## src/rtl/wide_mem_pkg.sv

```systemverilog
// Shared definitions for the wide-memory write packer: lane geometry, FSM states
// and the byte-lane strobe helper.
package wide_mem_pkg;

  localparam int BYTES_PER_WORD = 4;
  localparam int LANE_W         = 2;

  typedef enum logic {S_RUN, S_FLUSH} pack_state_t;

  function automatic logic [BYTES_PER_WORD-1:0] lane_onehot(input logic [LANE_W-1:0] lane);
    logic [BYTES_PER_WORD-1:0] oh;
    oh       = '0;
    oh[lane] = 1'b1;
    return oh;
  endfunction

endpackage

```

## src/rtl/wide_wr_outreg.sv

```systemverilog
// Output word register for the wide write port: holds address/data/strobes stable
// while mem_we is high until the memory accepts them.
module wide_wr_outreg
  import wide_mem_pkg::*;
#(
  parameter int AW = 10
) (
  input  logic                        clk,
  input  logic                        rst,
  input  logic                        load,
  input  logic [AW-1:0]               ld_addr,
  input  logic [31:0]                 ld_data,
  input  logic [BYTES_PER_WORD-1:0]   ld_strb,
  input  logic                        mem_ready,
  output logic                        mem_we,
  output logic [AW-1:0]               mem_waddr,
  output logic [31:0]                 mem_wdata,
  output logic [BYTES_PER_WORD-1:0]   mem_wstrb,
  output logic                        busy
);

  logic                      out_v_q, out_v_d;
  logic [AW-1:0]             addr_q, addr_d;
  logic [31:0]               data_q, data_d;
  logic [BYTES_PER_WORD-1:0] strb_q, strb_d;
  logic [31:0]               masked_data;

  // Disabled lanes are forced to zero so the memory never sees stale bytes.
  for (genvar gi = 0; gi < BYTES_PER_WORD; gi++) begin : g_mask
    assign masked_data[8*gi +: 8] = ld_strb[gi] ? ld_data[8*gi +: 8] : 8'h00;
  end

  assign busy = out_v_q && !mem_ready;

  always_comb begin
    out_v_d = out_v_q;
    addr_d  = addr_q;
    data_d  = data_q;
    strb_d  = strb_q;
    if (load && !busy) begin
      out_v_d = 1'b1;
      addr_d  = ld_addr;
      data_d  = masked_data;
      strb_d  = ld_strb;
    end else if (out_v_q && mem_ready) begin
      out_v_d = 1'b0;
    end
  end

  always_ff @(posedge clk or posedge rst) begin
    if (rst) begin
      out_v_q <= 1'b0;
      addr_q  <= '0;
      data_q  <= '0;
      strb_q  <= '0;
    end else begin
      out_v_q <= out_v_d;
      addr_q  <= addr_d;
      data_q  <= data_d;
      strb_q  <= strb_d;
    end
  end

  assign mem_we    = out_v_q;
  assign mem_waddr = addr_q;
  assign mem_wdata = data_q;
  assign mem_wstrb = strb_q;

endmodule

```

## src/rtl/wide_write_packer.sv

```systemverilog
// Merges a byte-wide write stream into 32-bit word writes with byte strobes;
// a flush pulse drains the partially filled word at end of frame.
module wide_write_packer
  import wide_mem_pkg::*;
#(
  parameter int AW = 10
) (
  input  logic                      clk,
  input  logic                      rst,
  input  logic                      in_we,
  input  logic [AW+1:0]             in_waddr,
  input  logic [7:0]                in_wdata,
  output logic                      in_ready,
  input  logic                      flush,
  output logic                      flush_done,
  output logic [AW-1:0]             mem_waddr,
  output logic [31:0]               mem_wdata,
  output logic [BYTES_PER_WORD-1:0] mem_wstrb,
  output logic                      mem_we,
  input  logic                      mem_ready,
  output logic [31:0]               o_byte_count,
  output logic [31:0]               o_word_wr_count
);

  pack_state_t               state_q, state_d;
  logic                      ready_en_q, ready_en_d;
  logic                      acc_v_q, acc_v_d;
  logic [AW-1:0]             acc_addr_q, acc_addr_d;
  logic [31:0]               acc_data_q, acc_data_d;
  logic [BYTES_PER_WORD-1:0] acc_strb_q, acc_strb_d;
  logic [31:0]               byte_cnt_q, byte_cnt_d;
  logic [31:0]               word_cnt_q, word_cnt_d;

  logic                      out_busy;
  logic                      accept;
  logic                      hit;
  logic                      acc_full;
  logic [AW-1:0]             in_word;
  logic [LANE_W-1:0]         in_lane;
  logic [31:0]               fresh_data;
  logic [BYTES_PER_WORD-1:0] fresh_strb;
  logic [31:0]               merge_data;
  logic [BYTES_PER_WORD-1:0] merge_strb;
  logic                      ld_en;
  logic [AW-1:0]             ld_addr;
  logic [31:0]               ld_data;
  logic [BYTES_PER_WORD-1:0] ld_strb;

  assign in_word    = in_waddr[AW+1:LANE_W];
  assign in_lane    = in_waddr[LANE_W-1:0];
  assign fresh_strb = lane_onehot(in_lane);
  assign fresh_data = {24'h0, in_wdata} << {in_lane, 3'b000};
  assign merge_strb = acc_strb_q | fresh_strb;
  assign acc_full   = &acc_strb_q;
  assign hit        = acc_v_q && (in_word == acc_addr_q);

  // ready_en_q keeps in_ready low until the first clock after reset release.
  assign in_ready   = ready_en_q && (state_q == S_RUN) && !out_busy;
  assign accept     = in_we && in_ready;
  assign flush_done = (state_q == S_FLUSH) && !acc_v_q && !mem_we;
  assign ready_en_d = 1'b1;

  always_comb begin
    state_d    = state_q;
    acc_v_d    = acc_v_q;
    acc_addr_d = acc_addr_q;
    acc_data_d = acc_data_q;
    acc_strb_d = acc_strb_q;
    ld_en      = 1'b0;
    ld_addr    = acc_addr_q;
    ld_data    = acc_data_q;
    ld_strb    = acc_strb_q;
    merge_data = acc_data_q;
    merge_data[{in_lane, 3'b000} +: 8] = in_wdata;

    if (state_q == S_RUN) begin
      if (accept) begin
        if (!acc_v_q || !hit) begin
          // A byte for another word evicts the current accumulator.
          ld_en      = acc_v_q;
          acc_v_d    = 1'b1;
          acc_addr_d = in_word;
          acc_data_d = fresh_data;
          acc_strb_d = fresh_strb;
        end else if (acc_full) begin
          ld_en   = 1'b1;
          ld_data = merge_data;
          ld_strb = merge_strb;
          acc_v_d = 1'b0;
        end else begin
          acc_data_d = merge_data;
          acc_strb_d = merge_strb;
        end
      end else if (acc_v_q && acc_full && !out_busy) begin
        ld_en   = 1'b1;
        acc_v_d = 1'b0;
      end
      if (flush) begin
        state_d = S_FLUSH;
      end
    end else begin
      if (acc_v_q && !out_busy) begin
        ld_en   = 1'b1;
        acc_v_d = 1'b0;
      end
      if (flush_done) begin
        state_d = S_RUN;
      end
    end
  end

  always_comb begin
    byte_cnt_d = byte_cnt_q + {31'h0, accept};
    word_cnt_d = word_cnt_q + {31'h0, mem_we && mem_ready};
    if (flush_done) begin
      byte_cnt_d = '0;
      word_cnt_d = '0;
    end
  end

  always_ff @(posedge clk or posedge rst) begin
    if (rst) begin
      state_q    <= S_RUN;
      ready_en_q <= 1'b0;
      acc_v_q    <= 1'b0;
      acc_addr_q <= '0;
      acc_data_q <= '0;
      acc_strb_q <= '0;
      byte_cnt_q <= '0;
      word_cnt_q <= '0;
    end else begin
      state_q    <= state_d;
      ready_en_q <= ready_en_d;
      acc_v_q    <= acc_v_d;
      acc_addr_q <= acc_addr_d;
      acc_data_q <= acc_data_d;
      acc_strb_q <= acc_strb_d;
      byte_cnt_q <= byte_cnt_d;
      word_cnt_q <= word_cnt_d;
    end
  end

  wide_wr_outreg #(.AW(AW)) u_outreg (
    .clk       (clk),
    .rst       (rst),
    .load      (ld_en),
    .ld_addr   (ld_addr),
    .ld_data   (ld_data),
    .ld_strb   (ld_strb),
    .mem_ready (mem_ready),
    .mem_we    (mem_we),
    .mem_waddr (mem_waddr),
    .mem_wdata (mem_wdata),
    .mem_wstrb (mem_wstrb),
    .busy      (out_busy)
  );

  assign o_byte_count    = byte_cnt_q;
  assign o_word_wr_count = word_cnt_q;

endmodule

```

## config.mk

```make
export PLATFORM = sky130hd
export DESIGN_NAME = wide_write_packer
export DESIGN_NICKNAME = d
export VERILOG_FILES = /design/src/rtl/wide_mem_pkg.sv /design/src/rtl/wide_wr_outreg.sv /design/src/rtl/wide_write_packer.sv
export SDC_FILE = /design/constraint.sdc
export NUM_CORES = 1
export LEC_CHECK = 0
export BUFFER_PORTS_ARGS = -buffer_cell sky130_fd_sc_hd__buf_4
export CAP_MARGIN = 10
export CELL_PAD_IN_SITES_DETAIL_PLACEMENT = 0
export CELL_PAD_IN_SITES_GLOBAL_PLACEMENT = 1
export CORE_ASPECT_RATIO = 2
export CORE_UTILIZATION = 44
export DETAILED_ROUTE_END_ITERATION = 8
export PLACE_DENSITY_LB_ADDON = 0.05
export SYNTH_ARGS = -nofsm -noshare
export SYNTH_HDL_FRONTEND = slang
export SYNTH_HIERARCHICAL = 1
export SYNTH_SLANG_ARGS = --single-unit
```

## constraint.sdc

```tcl
create_clock -name clk -period 4.2 [get_ports clk]
set_clock_uncertainty 0.15 [all_clocks]
set_input_delay 0.63 -clock clk [delete_from_list [all_inputs] [get_ports clk]]
set_output_delay 0.63 -clock clk [all_outputs]
set_load 0.005 [all_outputs]
```

* Word level (Yosys, flattened, before mapping)
Cells that the tools add are included. W data, S select, Z words.
Storage, ports and cells: register bits after elaboration 160, bits of input ports 25
Operators by class: add/sub/neg operators 3, magnitude comparators 2, eq/ne operators 4, shift-type cells 3, mux-type cells 38, bitwise gates (word level) 2, reductions and logical operators 25
Operators with widths (number):
- $mux W32 | 8
- $add A32 B1 Y32 | 2
- $bwmux W32 | 1
- $mux W8 | 4
- $shift A8 B7 Y32 const A | 1
- $shiftx A8 B7 Y32 | 1
- $shl A8 B5 Y32 | 1
- $mux W4 | 6
- $mux W1 | 18
- $logic_and A1 B1 Y1 | 13
- $eq A10 B10 Y1 | 1
- $reduce_and A3 Y1 | 3
- $neg A5 Y7 | 1
- $logic_not A1 Y1 | 5
- $ne A2 B1 Y1 const B | 2
- $ne A4 B2 Y1 const B | 1
- $or A4 B4 Y4 | 1
- $reduce_and A4 Y1 | 1
- $lt A2 B3 Y1 const B | 1
- $reduce_bool A3 Y1 | 1
- $demux W1 S2 | 1
- $ge A2 B1 Y1 const B | 1
- $reduce_bool A2 Y1 | 1
- $logic_or A1 B1 Y1 | 1
- $not A1 Y1 | 1

* Depth between registers and ports, before layout
word-level depth 10, mapped depth 14, gate-level depth less buffers 10

* Hierarchy
The synthesis kept the hierarchy.
By module, submodules not included:
- wide_write_packer | times used 1, cells an instance 724, area each 6592.6 um^2, sequential area each 2827.7 um^2
- wide_wr_outreg | times used 1, cells an instance 177, area each 1911.8 um^2, sequential area each 1176.1 um^2

* Least setup slack after synthesis
OpenSTA, ideal clock, no wires.
path kind input -> register, start input mem_ready, end register byte_cnt_q[22] (netlist: o_byte_count[22]), library setup time 0.133 ns, arrival time 3.130 ns, required time 3.917 ns, slack 0.787 ns, stages on the path 14, buffers on the path 4, path through nand2b_4 -> inv_1 -> buf_2 -> nand4bb_1 -> buf_2 -> inv_1 -> buf_1 -> ha_1 -> nand2_1 -> or3_1 -> buf_6 -> nor4_1 -> xnor2_1 -> nor2_1
Between the ends: longest elaborated chain between the ends 7
Ends and longest elaborated chain:
- start: declaration | RTL line wide_write_packer.sv:20 | input logic mem_ready,
- $logic_not A1 Y1 | RTL line wide_wr_outreg.sv:33 | assign busy = out_v_q && !mem_ready;
- $logic_and A1 B1 Y1 | RTL line wide_wr_outreg.sv:33
- via out_busy | RTL line wide_write_packer.sv:34 | logic out_busy;
- $logic_not A1 Y1 | RTL line wide_write_packer.sv:58 | assign in_ready = ready_en_q && (state_q == S_RUN) && !out_busy;
- $logic_and A1 B1 Y1 | RTL line wide_write_packer.sv:58
- $logic_and A1 B1 Y1 | RTL line wide_write_packer.sv:59 | assign accept = in_we && in_ready;
- $add A32 B1 Y32 | RTL line wide_write_packer.sv:113 | byte_cnt_d = byte_cnt_q + {31'h0, accept};
- $mux W32 | RTL line wide_write_packer.sv:115 | if (flush_done) begin
- via byte_cnt_d[22] | RTL line wide_write_packer.sv:31 | logic [31:0] byte_cnt_q, byte_cnt_d;
- end signal: assignment | RTL line wide_write_packer.sv:138 | byte_cnt_q <= byte_cnt_d;
- end: declaration | RTL line wide_write_packer.sv:31
The timed path passes the listed nets, and every way through them passes these cells. A chain may end at the register's enable or synchronous reset.

* Worst setup path in the final report
start register u_outreg.out_v_q (netlist: u_outreg/mem_we), end register u_outreg.data_q[11] (netlist: u_outreg/mem_wdata[11])
Between the ends: longest elaborated chain between the ends 7
Ends and longest elaborated chain:
- start: declaration | RTL line wide_wr_outreg.sv:22 | logic out_v_q, out_v_d;
- start signal: assignment | RTL line wide_wr_outreg.sv:57 | out_v_q <= out_v_d;
- $logic_and A1 B1 Y1 | RTL line wide_wr_outreg.sv:33
- via out_busy | RTL line wide_write_packer.sv:34
- $logic_not A1 Y1 | RTL line wide_write_packer.sv:58
- $logic_and A1 B1 Y1 | RTL line wide_write_packer.sv:58
- $logic_and A1 B1 Y1 | RTL line wide_write_packer.sv:59
- $mux W32 | RTL line wide_write_packer.sv:77 | if (accept) begin
- $mux W32 | RTL line wide_write_packer.sv:76 | if (state_q == S_RUN) begin
- via ld_data[11] | RTL line wide_write_packer.sv:46 | logic [31:0] ld_data;
- $mux W8 | RTL line wide_wr_outreg.sv:30 | assign masked_data[8*gi +: 8] = ld_strb[gi] ? ld_data[8*gi +: 8] : 8'h00;
- end signal: assignment | RTL line wide_wr_outreg.sv:59 | data_q <= data_d;
- end: declaration | RTL line wide_wr_outreg.sv:24 | logic [31:0] data_q, data_d;
The timed path passes the listed nets, and every way through them passes these cells.

==> results <==
- The run finished with clean final reports.
- In this run the tool buffered the top-level ports with 137 buffer cells.
- Synthesis handed over a netlist of 901 instances.
- The share of final-layout standard cells stronger than drive strength 1 is 21.2%.
- The endpoint of the worst register-to-register path is u_outreg/mem_wdata[11]$_DFFE_PP0P_.
- The library cell used most frequently in the layout, excluding fill and tap cells, is dfrtp_1.
- Measured along the y axis, the die boundary spans 199 microns.
- The analysis attributes to cell leakage a power of 4.76 nW.
- Traced cell by cell, the critical path runs through nand2b_4, inv_1, nand4bb_1, inv_1, buf_4, and2_1, buf_4, and3_1, a21o_1, nand2_1, o21ai_0.
- Setup slack closes at 1180 ps.
- The count of unresolved DRC violations after routing is 0.
- After clock tree synthesis, the flow added hold-fix buffers numbering 0.
- The clock passes through at most 2 buffers.
- The number of instances in the placed design is 1,240.
- Summed over its instances, the top area cell type makes up 47.1% of the synthesized netlist area.
- The number of sinks driven by the clock tree is 160.
- Compared with the post-synthesis result, the final layout area differs by 20.6%.
- Headroom to the max-slew limit came out at 26.1%.
- The slowest stage of the critical path belongs to the cell dfrtp_1.
- The hold violation total from the final report is 0.
- Dividing the detail-routed wire length by the instance count gives 19.9 microns.
- The global-route congestion overflow total is 0.
- In this run, synthesis inferred 0 flip-flops with an integrated enable.
- The post-synthesis async set-or-reset flop share is 100%.
- Among all flip-flop cells after synthesis, the most frequent one is dfrtp_1.
- dfrtp_1 takes more of the synthesized area than any other cell.
- In this run the critical register-to-register path is launched from u_outreg/mem_we$_DFFE_PP0P_.
- The count of synthesis-stage warnings from yosys is 6.
- After clock tree synthesis, the setup repair step added 0 buffers.
- The first detailed-routing pass ran for 4 iterations.
- In the global route stage, overall resource usage came out at 26.2%.
- Clock latency on the worst-skew pair, taken at its later pin, is 430 ps.
- In the routed layout, each cell is associated on average with a via count of 5.65.
- The number of diodes is 0.
- Excluding fillers, the count of instances in the completed layout stands at 1,272.
- The first global-routing pass estimated 39,600 microns of wire.
- The number of gates resized after CTS was 0.
- For the final routed database, the setup TNS stands at 0 ps.
- The via count of the first global-routing pass came to 7,206.
- The clock slew at the register clock pins of the worst setup and hold paths is 70 ps.
- The number of rows created at floorplan is 71.
- The max capacitance violation total is 0.
- The initial antenna violation count is 0.
- The cell area after synthesis is 8500 sq um.
- The effective utilization at floorplan is 45.2%.
- The number of top-level design ports is 138.
- The count of state elements after synthesis is 160.
- The largest voltage drop on the vdd net is 0.353 mV.
- The worst register-to-register path has a setup slack of 1180 ps.
- Setup repair after global routing left no endpoint under its margin.
- The slew of the pin with the lowest slew margin is 1110 ps.
- At the worst endpoint, the required time is 4380 ps.
- In the layout the commonest cells are dfrtp_1, buf_4, nand2_1.
- The total power consumption of the routed design is 5.47 mW.
- Setup violations remaining at the end of the flow were counted as 0.
- The worst hold path belongs to the class input port to asynchronous set/reset pin.
- The final-stage net count is 1,041.
- The tree is rooted in a clkbuf_16.
- The detailed router finished its first iteration with 254 violations.
- The maximum fanout count along the critical path is 18.
- Timing would allow up to 331 MHz.
- The worst hold slack after final layout is 261 ps.
- The post-synthesis cell type count is 53.
- The critical path capture point type is a flip-flop.
- TritonCTS built the clock tree.
- The class of the most critical setup path is flip-flop to flip-flop.
- The number of slew-limit violations in the final report is 0.
- At the placement stage, the worst setup path has a slack of 933 ps.
- The H-tree generated during clock tree synthesis spans 4 levels.
- The number of vias after detailed routing is 7,189.
- The final weighted congestion of routability-driven global placement is 0.806.
- The share of the clock period used by the worst path is 71.8%.
- Each instance of the synthesized netlist takes up on average 9.44 sq um.
- The time the final worst path needs with I/O delays and setup is 3020 ps.
- When the netlist entered floorplanning its net count stood at 938.
- STA classifies the critical path startpoint as a flip-flop.
- The overall routed net length is 25,300 microns.
- By area the synthesized netlist is led by dfrtp_1, xor2_1, o21ai_0.
- The data arrival time of the critical path is 3200 ps.
- The total area inside the core boundary comes to 18,800 sq um.
- In this design, the stage delay of the slowest critical-path cell is 470 ps.
- Once detail routing completed, the nets flagged for antenna violations numbered 0.
- Counting the buffers created by CTS gives 17.
- Entering global routing, the biggest net connects 66 pins.
- Summed over all nets, the half-perimeter wirelength after detailed placement is 17,200 microns.
- The power per standard cell area is 534 nW/um^2.
- The number of cells on the worst reg-to-reg path is 11.
- The floorplan die width is 100 microns.
- The sequential element share of the synthesized area is 47.1%.
- The die area is 19,900 sq um.
-- per-stage QoR --
stage          cell area (sq um)  utilization [%]
3_5_place_dp                9670             51.4
6_report                   10300             54.5
4_1_cts                    10300             54.5
5_1_grt                    10300             54.5
2_1_floorplan               8500                -
3_3_place_gp                9670             51.4
-- flip-flops by register name (all words and copies together) (netlist names) --
register / flops
o_word_wr_count: 32
o_byte_count: 32
u_outreg/mem_wdata: 32
acc_data_q: 32
u_outreg/mem_wstrb: 4
u_outreg/mem_waddr: 10
acc_addr_q: 10
acc_v_q: 1
ready_en_q: 1
acc_strb_q: 4
u_outreg/mem_we: 1
state_q: 1
-- Yosys cell counts (4+ instances only) --
| cell type | instances |
|---|---|
| buf_6 | 4 |
| and3_1 | 11 |
| a221oi_1 | 23 |
| xor2_1 | 47 |
| nand3_1 | 37 |
| and2_1 | 26 |
| nor2_1 | 73 |
| ha_1 | 12 |
| nor3_1 | 10 |
| nand4_1 | 18 |
| clkbuf_1 | 42 |
| o31ai_1 | 9 |
| buf_1 | 5 |
| mux2_2 | 11 |
| a22o_1 | 4 |
| mux2_4 | 8 |
| a31oi_1 | 33 |
| inv_1 | 37 |
| a2111oi_0 | 23 |
| a21oi_1 | 4 |
| o211ai_1 | 8 |
| o21ai_1 | 4 |
| buf_2 | 11 |
| xnor2_1 | 19 |
| dfrtp_1 | 160 |
| nor4_1 | 7 |
| a21o_1 | 23 |
| and4_1 | 8 |
| or3_1 | 5 |
| nand2_1 | 97 |
| a211oi_1 | 9 |
| o21ai_0 | 82 |
-- how the worst max path moves through the flow --
stage / cells after the start / slack, ps / endpoint / from
6_report: 11 / 1180 / u_outreg/mem_wdata[11]$_DFFE_PP0P_ / u_outreg/mem_we$_DFFE_PP0P_
5_1_grt: 11 / 950 / u_outreg/mem_wdata[14]$_DFFE_PP0P_ / u_outreg/mem_we$_DFFE_PP0P_
4_1_cts: 11 / 1150 / u_outreg/mem_wdata[1]$_DFFE_PP0P_ / u_outreg/mem_we$_DFFE_PP0P_
3_5_place_dp: 12 / 930 / u_outreg/mem_wdata[1]$_DFFE_PP0P_ / mem_ready
3_3_place_gp: 12 / 980 / u_outreg/mem_wdata[10]$_DFFE_PP0P_ / mem_ready
2_1_floorplan: 1 / 430 / acc_addr_q[0]$_DFFE_PP0P_ / rst
-- where the power goes --
| group | internal [mW] | switching (mW) |
|---|---|---|
| sequential | 1.94 | 0.320 |
| combinational | 0.749 | 0.910 |
| clock | 0.884 | 0.674 |
| total | 3.57 | 1.90 |
-- worst max-delay path, delay by kind of cell (launching register included) --
family                 cells  cell delay, ps
AOI/OAI and AO/OA          2             320
DFF                        1             470
and+or+nand+nor            5            1220
buffers and inverters      4             750
-- logic make-up (layout without fill, tap and decap cells) --
group                    count (synthesis)  after routing  share of synthesized area (%)
XOR/XNOR                                66             66                           6.80
AND/OR/NAND/NOR                        310            310                           18.2
flip-flops                             160            160                           47.1
other                                    1              1                         0.0441
multiplexers                            19             19                           2.87
adder cells (fa/ha/maj)                 12             12                           1.77
buffers and inverters                  107            223                           5.41
AO/OA/AOI/OAI                          226            226                           17.8
-- routing by layer --
metal / vias up / global-route usage, % / wire (microns)
met5: - / 0 / 0
met4: 0 / 11.2 / 816
met3: 43 / 3.79 / 927
met2: 202 / 48.4 / 13700
met1: 3544 / 29.4 / 9850
li1: 3400 / - / -
-- cell type report --
class / count / area (sq um)
fill: 1826 / 8580
multi-input combinational: 634 / 4050
sequential: 160 / 4000
timing repair buffer: 152 / 1150
clock buffer: 17 / 425
tap: 255 / 319
clock inverter: 15 / 158
inverter: 39 / 149
(Power assumes the default switching activity.)
